**src/rtl/param_dual_port_ram.sv**
```systemverilog
// ---------------------------------------------------------------------------
// param_dual_port_ram
//   Two-port, single-clock RAM. Each port can write and read in the same
//   cycle. Reset starts a clear sequence that zeroes every word, one address
//   per cycle. Port traffic is ignored until the clear has finished.
//
// Parameters
//   DATA_W    word width in bits
//   ADDR_W    address width, DEPTH = 2**ADDR_W
//   RDW_MODE  same-address read during write: 0 = old data, 1 = new data
//
// Ports
//   clk                          rising-edge clock
//   rst                          synchronous, active-high reset
//   data_pN/addr_pN/wr_pN/rd_pN  port N write data, address, write enable,
//                                read enable
//   out_pN/vld_pN                port N registered read data and valid strobe
//   collision                    one-cycle pulse after a same-address dual
//                                write; port 1 data is the one stored
//   busy                         high while the clear sequence runs
//
// Compile-time option
//   PIPE_OUT_EN  when defined, adds one output register stage to out_pN and
//                vld_pN, so read latency goes from 1 to 2.
// ---------------------------------------------------------------------------

// Read return path for one port. Stage 0 captures the read. It holds its
// value when no read is accepted. Any extra stages are plain delay registers.
module dpr_rd_port #(
  parameter int DATA_W = 8,
  parameter int STAGES = 0
) (
  input  logic              clk,
  input  logic              rst,
  input  logic              acc,
  input  logic [DATA_W-1:0] rdata,
  output logic [DATA_W-1:0] out,
  output logic              vld
);
  logic [STAGES:0]             vld_pipe;
  logic [STAGES:0][DATA_W-1:0] dat_pipe;

  always_ff @(posedge clk) begin
    if (rst) begin
      vld_pipe <= '0;
      dat_pipe <= '0;
    end else begin
      vld_pipe[0] <= acc;
      if (acc) dat_pipe[0] <= rdata;
      for (int k = 1; k <= STAGES; k++) begin
        vld_pipe[k] <= vld_pipe[k-1];
        dat_pipe[k] <= dat_pipe[k-1];
      end
    end
  end

  assign out = dat_pipe[STAGES];
  assign vld = vld_pipe[STAGES];
endmodule

module param_dual_port_ram #(
  parameter int DATA_W   = 8,
  parameter int ADDR_W   = 6,
  parameter int RDW_MODE = 0
) (
  input  logic              clk,
  input  logic              rst,
  input  logic [DATA_W-1:0] data_p1,
  input  logic [ADDR_W-1:0] addr_p1,
  input  logic              wr_p1,
  input  logic              rd_p1,
  input  logic [DATA_W-1:0] data_p2,
  input  logic [ADDR_W-1:0] addr_p2,
  input  logic              wr_p2,
  input  logic              rd_p2,
  output logic [DATA_W-1:0] out_p1,
  output logic              vld_p1,
  output logic [DATA_W-1:0] out_p2,
  output logic              vld_p2,
  output logic              collision,
  output logic              busy
);
  localparam int DEPTH     = 2**ADDR_W;
  localparam int NUM_PORTS = 2;
`ifdef PIPE_OUT_EN
  localparam int OUT_STAGES = 1;
`else
  localparam int OUT_STAGES = 0;
`endif

  typedef enum logic {S_CLEAR, S_IDLE} state_t;

  typedef struct packed {
    logic              en;
    logic [ADDR_W-1:0] addr;
    logic [DATA_W-1:0] data;
  } wr_req_t;

  state_t            state;
  logic [ADDR_W-1:0] clr_cnt;
  logic [DATA_W-1:0] mem [DEPTH];
  logic              idle;

  // Two physical write ports. w_hi is committed last, so it wins any address
  // clash: it carries the clear write or port 1. w_lo carries port 2.
  wr_req_t w_hi, w_lo;

  logic [NUM_PORTS-1:0][ADDR_W-1:0] port_addr;
  logic [NUM_PORTS-1:0]             port_rd;
  logic [NUM_PORTS-1:0]             port_acc;
  logic [NUM_PORTS-1:0][DATA_W-1:0] port_rdata;
  logic [NUM_PORTS-1:0][DATA_W-1:0] port_out;
  logic [NUM_PORTS-1:0]             port_vld;

  // Writes and reads presented during the rst cycle are dropped.
  assign idle = (state == S_IDLE) && !rst;

  always_comb begin
    w_hi = '0;
    w_lo = '0;
    if (!rst) begin
      if (state == S_CLEAR) begin
        w_hi.en   = 1'b1;
        w_hi.addr = clr_cnt;
      end else begin
        w_hi.en   = wr_p1;
        w_hi.addr = addr_p1;
        w_hi.data = data_p1;
        // A same-address dual write stores only port 1 data.
        w_lo.en   = wr_p2 && !(wr_p1 && (addr_p1 == addr_p2));
        w_lo.addr = addr_p2;
        w_lo.data = data_p2;
      end
    end
  end

  always_ff @(posedge clk) begin
    if (w_lo.en) mem[w_lo.addr] <= w_lo.data;
    if (w_hi.en) mem[w_hi.addr] <= w_hi.data;
  end

  assign port_addr = {addr_p2, addr_p1};
  assign port_rd   = {rd_p2, rd_p1};
  assign port_acc  = idle ? port_rd : '0;

  // The array read returns the pre-edge contents, which gives old data.
  // Write-first mode bypasses the data being written this cycle. The w_hi
  // check comes last so that it takes priority.
  always_comb begin
    port_rdata = '0;
    for (int p = 0; p < NUM_PORTS; p++) begin
      port_rdata[p] = mem[port_addr[p]];
      if (RDW_MODE == 1) begin
        if (w_lo.en && (w_lo.addr == port_addr[p])) port_rdata[p] = w_lo.data;
        if (w_hi.en && (w_hi.addr == port_addr[p])) port_rdata[p] = w_hi.data;
      end
    end
  end

  for (genvar p = 0; p < NUM_PORTS; p++) begin : g_port
    dpr_rd_port #(
      .DATA_W (DATA_W),
      .STAGES (OUT_STAGES)
    ) u_rd (
      .clk   (clk),
      .rst   (rst),
      .acc   (port_acc[p]),
      .rdata (port_rdata[p]),
      .out   (port_out[p]),
      .vld   (port_vld[p])
    );
  end

  assign out_p1 = port_out[0];
  assign vld_p1 = port_vld[0];
  assign out_p2 = port_out[1];
  assign vld_p2 = port_vld[1];

  // Control FSM. The clear counter stops at DEPTH-1. That final write and
  // the move to IDLE happen on the same edge, so CLEAR lasts DEPTH cycles.
  always_ff @(posedge clk) begin
    if (rst) begin
      state     <= S_CLEAR;
      clr_cnt   <= '0;
      busy      <= 1'b1;
      collision <= 1'b0;
    end else begin
      case (state)
        S_CLEAR: begin
          collision <= 1'b0;
          if (clr_cnt == ADDR_W'(DEPTH-1)) begin
            state <= S_IDLE;
            busy  <= 1'b0;
          end else begin
            clr_cnt <= clr_cnt + ADDR_W'(1);
          end
        end
        S_IDLE: begin
          busy      <= 1'b0;
          collision <= wr_p1 && wr_p2 && (addr_p1 == addr_p2);
        end
        default: begin
          state <= S_CLEAR;
          busy  <= 1'b1;
        end
      endcase
    end
  end
endmodule

```
**config.mk**
```make
export PLATFORM = sky130hd
export DESIGN_NAME = param_dual_port_ram
export DESIGN_NICKNAME = d
export VERILOG_FILES = /design/src/rtl/param_dual_port_ram.sv
export SDC_FILE = /design/constraint.sdc
export NUM_CORES = 1
export LEC_CHECK = 0
export ABC_CLOCK_PERIOD_IN_PS = 3600
export BUFFER_PORTS_ARGS = -buffer_cell sky130_fd_sc_hd__buf_4
export CAP_MARGIN = 20
export CELL_PAD_IN_SITES_DETAIL_PLACEMENT = 0
export CELL_PAD_IN_SITES_GLOBAL_PLACEMENT = 1
export CORE_MARGIN = 3
export CORE_UTILIZATION = 55
export CTS_CLUSTER_SIZE = 16
export DETAILED_ROUTE_END_ITERATION = 10
export HOLD_SLACK_MARGIN = 0.02
export PLACE_DENSITY = 0.78
export SLEW_MARGIN = 5
export SYNTH_ARGS = -nofsm -noshare
export SYNTH_HDL_FRONTEND = slang
export SYNTH_HIERARCHICAL = 1
export SYNTH_SLANG_ARGS = --single-unit
```
**constraint.sdc**
```tcl
create_clock -name clk -period 3.6 [get_ports clk]
set_clock_uncertainty 0.1 [all_clocks]
set_input_delay 1.08 -clock clk [delete_from_list [all_inputs] [get_ports clk]]
set_output_delay 1.08 -clock clk [all_outputs]
set_load 0.02 [all_outputs]
```
==> results.py <==
metrics = {
    "detailed_routing": {
        "firstDrtPassIters": 5,
        "routed_via_density": 7.07,
        "vias": 21734,
        "drtIter0Drc": 2587,
        "drc": 0,
        "post_drt_wl_per_cell_um": 34.5,
        "routed_wl_um": 106000,
        "ant_nets": 0,
    },
    "setup_path": {
        "cp_max_fo": 14,
        "reg2regPathDepth": 8,
        "crit_type": "in -> reg",
        "crit_required_ns": 4.07,
        "worstSetupEndpointType": "register",
        "critical_path_arrival_ns": 3.76,
        "crit_buf_inv": 3,
        "cp_common_cell": "buf_4",
        "crit_slowest_cell": "a2111oi_0",
        "cp_cell_sequence": "buf_6 -> buf_4 -> mux4_2 -> o22ai_1 -> buf_4 -> a2111oi_0 -> o21ai_0 -> nand2_1 -> mux2i_1 -> nor2_1",
        "critical-path-max-stage-delay_ns": 0.83,
        "cp.depth": 10,
        "startpoint_type": "input port",
        "cp_top_family": "compound AO/OA/AOI/OAI gates",
    },
    "sta": {
        "period_needed_ns": 3.29,
        "finalSetupTns_ns": 0,
        "slew_headroom_pct": 28.3,
        "rsz0062_at_grt": "no",
        "worst_slew_pin_slew_ns": 1.07,
        "slew_viol_final": 0,
        "min_period_over_period_pct": 91.4,
        "finalSetupViolCount": 0,
        "whs_ns": 0.378,
        "report.final.hold_viol_count": 0,
        "fmax_mhz": 304,
    },
    "pwr": {
        "vdd_drop_max_mv": 0.409,
        "cellLeakagePower_nw": 16.1,
        "powerDensity_mw_per_mm2": 384,
    },
    "logic_synthesis": {
        "synth-edff-count": 512,
        "synth_nets": 2155,
        "synth_top_area_share_pct": 48.3,
        "netlist_area_mm2": 0.0318,
        "yosysTopAreaCell": "edfxtp_1",
        "synth.area.top_cells": "edfxtp_1 (48%), mux2i_1 (17%), mux4_2 (16%)",
        "ys_seq_area_share_pct": 50.0,
        "syn_area_per_cell_um2": 15.0,
        "synthFlopType": "edfxtp_1",
        "async_flop_share_pct": 0,
        "ys_ff_latch": 539,
        "synthCells": 2120,
        "synth_cell_types": 64,
        "yosys_warnings": 6,
    },
    "die": {
        "rows": 87,
        "start_util_pct": 56.0,
        "die_x_um": 247,
        "io_pins": 54,
        "die_h_um": 247,
        "core_mm2": 0.0568,
        "dieArea_mm2": 0.0608,
    },
    "place": {
        "dp_hpwl_um": 72400,
        "gp_congestion": 0.953,
        "dp_cells": 2968,
        "io_buffers": 53,
    },
    "clock_tree": {
        "clkTransAtPathRegs_ns": 0.06,
        "clock-sinks": 539,
        "cts_setup_buffers": 0,
        "cts_buffer_depth": 3,
        "clock-root-buffer": "clkbuf_16",
        "cts_tree": "yes",
        "postCtsHoldBufs": 0,
        "post_cts_resized": 0,
        "cts_buffers": 58,
        "clk_latency_ns": 0.63,
        "htreeDepth": 2,
    },
    "grt": {
        "grt_max_degree": 65,
        "grt_overflow": 0,
        "antenna_found_initial": 3,
        "grt_usage_pct": 35.1,
        "grt_pass1_wl_um": 153000,
        "grt_pass1_vias": 21605,
    },
    "final_layout": {
        "synthToLayoutAreaGrowth_pct": 14.8,
        "layout-drive-gt1-share_pct": 31.3,
        "final_cells": 3076,
        "finalNetCount": 2307,
        "fillers": 4208,
    },
    "flow_run": {
        "drv_cap": 0,
    },
    "hold_path": {
        "hold_path_depth": 1,
        "hold_path.class": "reg -> reg",
    },
    "run_status": {
        "status": "completed",
    },
}
==> logic make-up after synthesis <==
| kind of cell | share of synthesized area (%) |
|---|---|
| AO/OA/AOI/OAI | 4.55 |
| XOR/XNOR | 0.220 |
| adder cells (fa/ha/maj) | 0.0393 |
| buffers and inverters | 3.73 |
| flip-flops | 50.0 |
| multiplexers | 35.9 |
| AND/OR/NAND/NOR | 5.55 |
==> cell type report <==
| class | instances | area, µm² | area share [%] |
|---|---|---|---|
| clock buffers | 75 | 1550 | 4.23 |
| inverters | 1 | 3.75 | 0.0103 |
| well taps | 756 | 946 | 2.59 |
| clock inverters | 32 | 382 | 1.04 |
| flip-flops and latches | 539 | 15900 | 43.5 |
| multi-input cells | 1355 | 14800 | 40.5 |
| repair buffers | 317 | 2960 | 8.10 |
| diodes | 1 | 2.50 | 0.00685 |
==> path summary, 6_finish.rpt <==
kind,startpoint,end,slack (ns)
max,addr_p2[0],g_port[1].u_rd/out[3],0.31
min,busy,busy,0.38
max reg2reg,state,mem[51][0],0.81
min reg2reg,busy,busy,0.38
==> cell usage after synthesis (5+ instances only) <==
| master | n |
|---|---|
| a21oi_1 | 16 |
| and2_1 | 16 |
| a31oi_1 | 5 |
| nand2_8 | 8 |
| a211oi_1 | 9 |
| buf_6 | 9 |
| dfxtp_1 | 27 |
| nand3_1 | 30 |
| nand3b_1 | 9 |
| nor2b_1 | 19 |
| buf_1 | 9 |
| nand2_1 | 49 |
| nor2_1 | 71 |
| o22ai_1 | 46 |
| buf_2 | 41 |
| nand2_2 | 45 |
| buf_4 | 41 |
| nand2_4 | 8 |
| edfxtp_1 | 512 |
| o221ai_1 | 13 |
| mux4_1 | 24 |
| o21bai_1 | 11 |
| clkbuf_1 | 116 |
| nor3_1 | 8 |
| mux2i_1 | 555 |
| a22oi_1 | 13 |
| a2111oi_0 | 9 |
| o21ai_0 | 83 |
| nand2b_1 | 19 |
| mux4_2 | 230 |
==> cells in the final DEF (no fill, tap or decap), drive strengths merged, types with 4 or more instances in the layout <==
master and n:
mux2i 556, edfxtp 512, buf 316, mux4 255
nand2 110, o21ai 83, clkbuf 76, nor2 71
o22ai 46, nand3 32, dfxtp 27, clkinv 20
nand2b 19, nor2b 19, a21oi 16, and2 16
a22oi 13, o221ai 13, a211oi 12, o21bai 11
nand3b 9, a2111oi 9, nor3 8, bufinv 8
a31oi 5, or2 4, nand4 4, a22o 4
xor2 4, xnor2 4, or3b 4
==> sequential cells by signal (all words and copies together) (netlist names) <==
name and cells:
busy 1, state 1, clr_cnt 6, collision 1, mem 512, g_port.u_rd/vld 2, g_port.u_rd/out 16
==> power by group <==
group | leakage (nW) | total [mW] | internal, mW | switching (mW)
sequential | 5.54 | 6.78 | 6.77 | 0.0103
clock | 0.935 | 6.18 | 3.60 | 2.58
combinational | 9.58 | 1.09 | 0.473 | 0.613
==> through the flow <==
step                      power (mW)  setup WS, ns  utilization [%]  cell area [µm²]
after floorplan                 7.55         0.178                -            31800
after global placement          7.96        -0.276             60.9            34600
after detailed placement        7.97        -0.115             60.9            34600
after CTS                       14.1         0.533             64.3            36600
after global routing            14.3         0.396             64.3            36600
final                           14.0         0.311             64.3            36600
==> layer usage <==
metal  global-route usage [%]  routed length, µm  up-vias
li1                         -                  -     8873
met1                     48.8              40900    11194
met2                     53.3              48200     1431
met3                     9.13              12600      236
met4                     13.7               4430        0
met5                        0                  0        -
(Power assumes the default switching activity.)
